==> src/rtl/seg7_pkg.sv <==
// rtl/seg7_pkg.sv - shared glyph constants, glyph classes and reader states for the 7-segment bit link
package seg7_pkg;

    // Segment patterns, bit order gfedcba, 1 = segment lit
    localparam logic [6:0] SEG_GLYPH_0 = 7'b0111111;
    localparam logic [6:0] SEG_GLYPH_1 = 7'b0000110;
    localparam logic [6:0] SEG_BLANK   = 7'b0000000;
    localparam logic [6:0] SEG_ALL_ON  = 7'b1111111;

    typedef enum logic [1:0] {
        BIT0,
        BIT1,
        BLANK,
        INVALID
    } glyph_class_t;

    typedef enum logic [1:0] {
        IDLE,
        COLLECT,
        ERR
    } state_t;

endpackage

==> src/rtl/seg7_glyph_classify.sv <==
// rtl/seg7_glyph_classify.sv - combinational map from a segment pattern to its glyph class
module seg7_glyph_classify
    import seg7_pkg::*;
(
    input  logic [6:0]   seg,
    output glyph_class_t glyph_class
);

    // Only the three exact patterns are meaningful; everything else is malformed
    always_comb begin
        glyph_class = INVALID;
        case (seg)
            SEG_GLYPH_0: glyph_class = BIT0;
            SEG_GLYPH_1: glyph_class = BIT1;
            SEG_BLANK:   glyph_class = BLANK;
            SEG_ALL_ON:  glyph_class = INVALID;
            default:     glyph_class = INVALID;
        endcase
    end

endmodule

==> src/rtl/seg7_bit_reader.sv <==
// rtl/seg7_bit_reader.sv - reassembles bit glyphs into words; optional idle timeout under SEG_TIMEOUT_EN
module seg7_bit_reader
    import seg7_pkg::*;
#(
    parameter int NBITS          = 4,
    parameter int MSB_FIRST      = 1,
    parameter int TIMEOUT_CYCLES = 255,
    localparam int CW            = $clog2(NBITS + 1)
) (
    input  logic             clock,
    input  logic             reset,
    input  logic             seg_valid,
    input  logic [6:0]       seg_in,
    output logic [NBITS-1:0] word,
    output logic             word_valid,
    output logic             glyph_err,
    output logic             timeout,
    output logic             busy,
    output logic [CW-1:0]    count
);

    glyph_class_t     glyph_class;
    state_t           state, state_n;
    logic [NBITS-1:0] sr, sr_n, sr_shift, word_n;
    logic [CW-1:0]    count_n;
    logic             word_valid_n, glyph_err_n, timeout_n;
    logic             bit_in, is_bit, timeout_hit;

    seg7_glyph_classify u_classify (
        .seg         (seg_in),
        .glyph_class (glyph_class)
    );

    assign bit_in = (glyph_class == BIT1);
    assign is_bit = (glyph_class == BIT0) || (glyph_class == BIT1);
    assign busy   = (state == COLLECT);

`ifdef SEG_TIMEOUT_EN
    localparam int TW = $clog2(TIMEOUT_CYCLES + 1);
    logic [TW-1:0] idle_cnt;

    // Idle counter runs only while a partial word waits for its next glyph
    always_ff @(posedge clock or posedge reset) begin
        if (reset) begin
            idle_cnt <= '0;
        end else if (seg_valid || state != COLLECT || timeout_hit) begin
            idle_cnt <= '0;
        end else begin
            idle_cnt <= idle_cnt + TW'(1);
        end
    end

    // A glyph in the terminal cycle takes priority over the timeout
    assign timeout_hit = (state == COLLECT) && !seg_valid &&
                         (idle_cnt == TW'(TIMEOUT_CYCLES - 1));
`else
    assign timeout_hit = 1'b0;
`endif

    // New shift-register value if the current glyph's bit is accepted
    always_comb begin
        sr_shift = '0;
        if (MSB_FIRST != 0) begin
            sr_shift = (sr << 1) | NBITS'(bit_in);
        end else begin
            sr_shift = (sr >> 1) | (NBITS'(bit_in) << (NBITS - 1));
        end
    end

    // Next-state and registered-output decode
    always_comb begin
        state_n      = state;
        sr_n         = sr;
        count_n      = count;
        word_n       = word;
        word_valid_n = 1'b0;
        glyph_err_n  = 1'b0;
        timeout_n    = 1'b0;
        case (state)
            IDLE: begin
                if (seg_valid && is_bit) begin
                    if (NBITS == 1) begin
                        word_n       = sr_shift;
                        word_valid_n = 1'b1;
                        sr_n         = '0;
                        count_n      = '0;
                    end else begin
                        sr_n    = sr_shift;
                        count_n = CW'(1);
                        state_n = COLLECT;
                    end
                end else if (seg_valid && glyph_class == INVALID) begin
                    glyph_err_n = 1'b1;
                    state_n     = ERR;
                end
            end
            COLLECT: begin
                if (seg_valid && is_bit) begin
                    if (count == CW'(NBITS - 1)) begin
                        word_n       = sr_shift;
                        word_valid_n = 1'b1;
                        sr_n         = '0;
                        count_n      = '0;
                        state_n      = IDLE;
                    end else begin
                        sr_n    = sr_shift;
                        count_n = count + CW'(1);
                    end
                end else if (seg_valid && glyph_class == INVALID) begin
                    sr_n        = '0;
                    count_n     = '0;
                    glyph_err_n = 1'b1;
                    state_n     = ERR;
                end else if (timeout_hit) begin
                    sr_n      = '0;
                    count_n   = '0;
                    timeout_n = 1'b1;
                    state_n   = IDLE;
                end
            end
            ERR: begin
                if (seg_valid && glyph_class == BLANK) begin
                    state_n = IDLE;
                end
            end
            default: begin
                state_n = IDLE;
                sr_n    = '0;
                count_n = '0;
            end
        endcase
    end

    // State and output registers
    always_ff @(posedge clock or posedge reset) begin
        if (reset) begin
            state      <= IDLE;
            sr         <= '0;
            count      <= '0;
            word       <= '0;
            word_valid <= 1'b0;
            glyph_err  <= 1'b0;
            timeout    <= 1'b0;
        end else begin
            state      <= state_n;
            sr         <= sr_n;
            count      <= count_n;
            word       <= word_n;
            word_valid <= word_valid_n;
            glyph_err  <= glyph_err_n;
            timeout    <= timeout_n;
        end
    end

endmodule

==> config.mk <==
export PLATFORM = sky130hd
export DESIGN_NAME = seg7_bit_reader
export DESIGN_NICKNAME = d
export VERILOG_FILES = /design/src/rtl/seg7_pkg.sv /design/src/rtl/seg7_glyph_classify.sv /design/src/rtl/seg7_bit_reader.sv
export SDC_FILE = /design/constraint.sdc
export NUM_CORES = 1
export LEC_CHECK = 0
export CELL_PAD_IN_SITES_DETAIL_PLACEMENT = 1
export CELL_PAD_IN_SITES_GLOBAL_PLACEMENT = 1
export CORE_MARGIN = 2
export CORE_UTILIZATION = 37
export DETAILED_ROUTE_END_ITERATION = 10
export PLACE_DENSITY_LB_ADDON = 0.1
export SLEW_MARGIN = 20
export SYNTH_ARGS = -nofsm -noshare
export SYNTH_HDL_FRONTEND = slang
export SYNTH_SLANG_ARGS = --single-unit
==> constraint.sdc <==
create_clock -name clock -period 3.24 [get_ports clock]
set_input_delay 0.81 -clock clock [delete_from_list [all_inputs] [get_ports clock]]
set_output_delay 0.81 -clock clock [all_outputs]
set_load 0.1 [all_outputs]
== Word-level counts from Yosys, hierarchy flattened ==
Index checks and enable logic that the tools add are counted.
Widths: inputs -> output; s select.

* Add/sub/neg operators: 1
* Equal/unequal tests: 12
* Mux-type cells: 23
* Bitwise logic cells: 2
* Reductions and logical operators: 11

{| class="wikitable"
|+ Operators by type and width
! operator !! number
|-
| $mux 3 || 8
|-
| $pmux 3 s3 || 2
|-
| $pmux 2 s3 || 2
|-
| $mux 2 || 5
|-
| $eq 7x3->1 const B || 1
|-
| $eq 7x6->1 const B || 1
|-
| $logic_not 7->1 || 1
|-
| $eq 2x2->1 const B || 3
|-
| $mux 1 || 6
|-
| $reduce_and 3->1 || 2
|-
| $eq 2x1->1 const B || 2
|-
| $logic_not 2->1 || 2
|-
| $ne 2x2->1 const B || 2
|-
| $or 4x1->4 || 1
|-
| $add 3x1->3 const B || 1
|-
| $eq 3x2->1 const B || 1
|-
| $logic_and 1x1->1 || 3
|-
| $ne 3x1->1 const B || 1
|-
| $ne 3x2->1 const B || 1
|-
| $reduce_and 2->1 || 1
|-
| $reduce_or 2->1 || 1
|-
| $logic_or 1x1->1 || 1
|-
| $not 1->1 || 1
|}

* Register bits after elaboration: 14
* Bits of input ports: 10
* Logic and storage cells: 55

== Depth between registers and ports, before layout ==
* Depth in word-level cells: 7
* Gate-level depth with buffers: 6
* Depth with buffers taken out: 4

== Modules after synthesis ==
A second synthesis with hierarchy kept.

* Cell total of the unflattened synthesis: 59
* Area total of the unflattened synthesis: 714.4 um^2

{| class="wikitable"
|+ By module, submodules not included
! module !! instances !! cells each !! area each (um^2)
|-
| seg7_bit_reader || 1 || 53 || 655.6
|-
| seg7_glyph_classify || 1 || 6 || 58.8
|}

== Worst setup path before layout ==
OpenSTA, ideal clock, no wires.

* Path kind: reg-to-output
* Start: register state[0]
* End: output port busy
* Data arrival time: 1.731 ns
* Setup slack: 0.699 ns
* Stages on the path, launching flop included: 3
* Path buffers: 0
* Path through: dfrtp_1 -> inv_1 -> nor2_1

* Word-level cells in the longest chain between the ends: 1

{| class="wikitable"
|+ Ends and longest elaborated chain
! what !! line !! text
|-
| start, declared || seg7_bit_reader.sv:23 || <nowiki>state_t state, state_n;</nowiki>
|-
| start signal, assigned || seg7_bit_reader.sv:145 || <nowiki>state <= state_n;</nowiki>
|-
| $eq 2x1->1 || seg7_bit_reader.sv:36 || <nowiki>assign busy = (state == COLLECT);</nowiki>
|-
| end, declared || seg7_bit_reader.sv:18 || <nowiki>output logic busy,</nowiki>
|}

Every way passes these cells.

== Worst setup path in the final report ==
* Start: input port seg_in[5]
* End: register word[3]

* Word-level cells in the longest chain between the ends: 6

{| class="wikitable"
|+ Ends and longest elaborated chain
! what !! line !! text
|-
| start, declared || seg7_bit_reader.sv:13 || <nowiki>input logic [6:0] seg_in,</nowiki>
|-
| $eq 7x3->1 (tied with other cells) || seg7_glyph_classify.sv:12 || <nowiki>case (seg)</nowiki>
|-
| $pmux 2 s3 (*) || seg7_glyph_classify.sv:12 ||
|-
| $eq 2x1->1 or $logic_not 2->1 (tied branches) || seg7_bit_reader.sv:35 || <nowiki>assign is_bit = (glyph_class == BIT0) || (glyph_class == BIT1);</nowiki>
|-
| $logic_or 1x1->1 (*) || seg7_bit_reader.sv:35 ||
|-
| $logic_and 1x1->1 (*) || seg7_bit_reader.sv:98 || <nowiki>if (seg_valid && is_bit) begin</nowiki>
|-
| $reduce_and 3->1 (no line) (*) || -- ||
|-
| end signal, assigned || seg7_bit_reader.sv:148 || <nowiki>word <= word_n;</nowiki>
|-
| end, declared || seg7_bit_reader.sv:14 || <nowiki>output logic [NBITS-1:0] word,</nowiki>
|}

Every way passes the cells marked *; elsewhere a longest branch is shown, timed or not.
A chain may end at the register's enable or synchronous reset.

==> impl_metrics.sql <==
INSERT INTO impl_metrics (metric_group, metric, value, unit) VALUES
('floorplan', 'die_h', '48.14', 'um'),
('sta', 'hold-worst-slack', '521.3', 'ps'),
('floorplan', 'design.die.area', '2317', 'sq um'),
('grt', 'grt_antenna_before_repair', '0', ''),
('critical_path', 'crit_fanout', '5', ''),
('flow_run', 'cap_viol_max_count', '0', ''),
('synth', 'post_synth.cell_area_avg', '11.26', 'sq um'),
('grt', 'globalRouteMet2Util', '21.60', '%'),
('grt', 'groute.layer.met3.usage', '1.111', '%'),
('synth', 'ys_top_cells_by_count', '14 x dfrtp_1, 6 x nand2_1, 5 x inv_1', ''),
('synth', 'synthesis.instances', '64', ''),
('critical_path', 'worst-endpoint-required', '3410', 'ps'),
('critical_path', 'worstReg2RegEnd', 'sr[0]$_DFFE_PP0P_', ''),
('cts', 'cts.root.buffer_cell', 'clkbuf_4', ''),
('finish', 'n_antenna_cell', '0', ''),
('sta', 'worst_slack', '666.4', 'ps'),
('floorplan', 'floorplan.die.width', '48.14', 'um'),
('sta', 'maxClockFrequency', '388.6', 'MHz'),
('cts', 'tritoncts', 'built', ''),
('sta', 'fin_tns_setup', '0', 'ps'),
('placed_design', 'detailedPlacementHpwl', '1.149', 'mm'),
('placed_design', 'placement.setup.worst_slack', '372.0', 'ps'),
('routing', 'drt-wirelength-per-cell', '13.20', 'um'),
('critical_path', 'worst-r2r-setup-slack', '1480', 'ps'),
('cts', 'post-cts-setup-buffer-count', '0', ''),
('worst_hold_path', 'endpoint_with_the_worst_hold_slack', 'word[2]$_DFFE_PP0P_', ''),
('finish', 'num-fill-cells', '204', ''),
('routing', 'wl', '1.452', 'mm'),
('placed_design', 'placer_s_final_routability_congestion_estimate', '0.8002', ''),
('critical_path', 'critical_path.startpoint_type', 'input port', ''),
('cts', 'count_of_instances_resized_after_the_clock_tree_is_built', '0', ''),
('finish', 'layout.cell_area.non_filler', '930.9', 'sq um'),
('grt', 'grt_pass1_wl', '2.277', 'mm'),
('floorplan', 'rows', '15', ''),
('synth', 'synth.net_count', '75', ''),
('grt', 'grt_usage', '14.89', '%'),
('grt', 'grt_start_max_net_pins', '15', ''),
('sta', 'count_of_pins_over_their_slew_limit', '0', ''),
('synth', 'synth.most_common_cell', 'dfrtp_1', ''),
('floorplan', 'num_io_pins', '21', ''),
('pwr', 'static-leakage-power', '0.4273', 'nW'),
('synth', 'ys_async_sr_fraction', '100.0', '%'),
('grt', 'globalRoute.totalOverflow', '0', ''),
('finish', 'net_count_of_the_finished_layout', '97', ''),
('synth', 'synth_edf_count', '0', ''),
('placed_design', 'io_buffers', '19', ''),
('critical_path', 'crit_type', 'in -> reg', ''),
('floorplan', 'starting_density_of_the_core', '40.42', '%'),
('critical_path', 'rr_worst_depth', '4', ''),
('sta', 'transition_at_the_pin_with_the_smallest_max_transition_slack', '544.2', 'ps'),
('synth', 'synth_top_cell_by_area', 'dfrtp_1', ''),
('synth', 'synth_seq_cells', '14', ''),
('sta', 'post-route-period-util', '79.43', '%'),
('finish', 'post-route-util', '52.21', '%'),
('cts', 'clock-sinks', '14', ''),
('cts', 'worstSkewPairLatency', '280', 'ps'),
('worst_hold_path', 'min_from', 'word[2]$_DFFE_PP0P_', ''),
('grt', 'grt_util_met1', '20.55', '%'),
('routing', 'detail-route-antenna-nets', '0', ''),
('cts', 'cts.htree.levels', '1', ''),
('critical_path', 'arrival', '2740', 'ps'),
('finish', 'drive_above_1_share', '27.06', '%'),
('synth', 'yosysWarningCount', '0', ''),
('critical_path', 'endpoint_kind', 'flop', ''),
('floorplan', 'core_region', '1783', 'sq um'),
('cts', 'post_cts_hold_buffer_count', '0', ''),
('pwr', 'irDropWorstVdd', '259.6', 'uV'),
('routing', 'drtPass1Iterations', '4', ''),
('grt', 'grt-busiest-layer', 'met2', ''),
('synth', 'ys_seq_area_share', '48.61', '%'),
('status', 'outcome', 'complete, no violations', '');
[power by group]
| group | total (mW) | internal [mW] | switching, mW |
|---|---|---|---|
| clock network | 0.125 | 0.0683 | 0.0571 |
| logic | 0.147 | 0.0375 | 0.110 |
| registers | 0.208 | 0.191 | 0.0172 |
[critical path, stage by stage]
cell,delay (ps)
clkdlybuf4s50_1,410
or4_1,590
a211oi_4,280
and2b_1,320
mux2_4,330
[layer usage]
metal / part of all wire (%) / vias up
met5: 0 / -
met4: 3.9 / 0
met3: 5.9 / 6
met2: 48 / 24
met1: 42 / 276
li1: - / 270
[placed cells by master (no fill, tap or decap), types with 2 or more instances in the layout]
cell type,n
or4_1,2
clkbuf_4,3
nor2_1,4
clkdlybuf4s50_1,9
nand2_1,6
inv_1,5
buf_4,11
a21oi_1,2
mux2_4,4
a22o_1,4
dfrtp_1,14
[kinds of logic after synthesis]
| logic type | share of synthesized area, % |
|---|---|
| compound gates | 18.06 |
| fa+ha+maj | 1.736 |
| buf+inv | 6.771 |
| flops | 48.61 |
| mux | 8.334 |
| other cells | 0.5203 |
| simple gates | 15.97 |
[area by class of cell]
cell class / count / area, sq um / area share [%]
Multi-Input combinational cell: 42 / 321.6 / 34.54
Timing Repair Buffer: 20 / 172.7 / 18.55
Inverter: 5 / 18.77 / 2.016
Tap cell: 25 / 31.28 / 3.360
Sequential cell: 14 / 350.3 / 37.63
Clock buffer: 4 / 36.28 / 3.898
[flip-flops by register name, summed over array words and instances (netlist names)]
signal / count
word: 4
glyph_err: 1
state: 2
count: 3
word_valid: 1
sr: 3
[worst max-delay path by stage]
stage                               from                    to
global route                   seg_in[5]  state[1]$_DFFE_PP0P_
CTS                            seg_in[5]   word[3]$_DFFE_PP0P_
global placement               seg_in[5]   word[0]$_DFFE_PP0P_
finish                         seg_in[5]   word[3]$_DFFE_PP0P_
detailed placement             seg_in[5]   word[3]$_DFFE_PP0P_
floorplan           state[0]$_DFFE_PP0P_                  busy
Power figures use the tool's default switching activity.
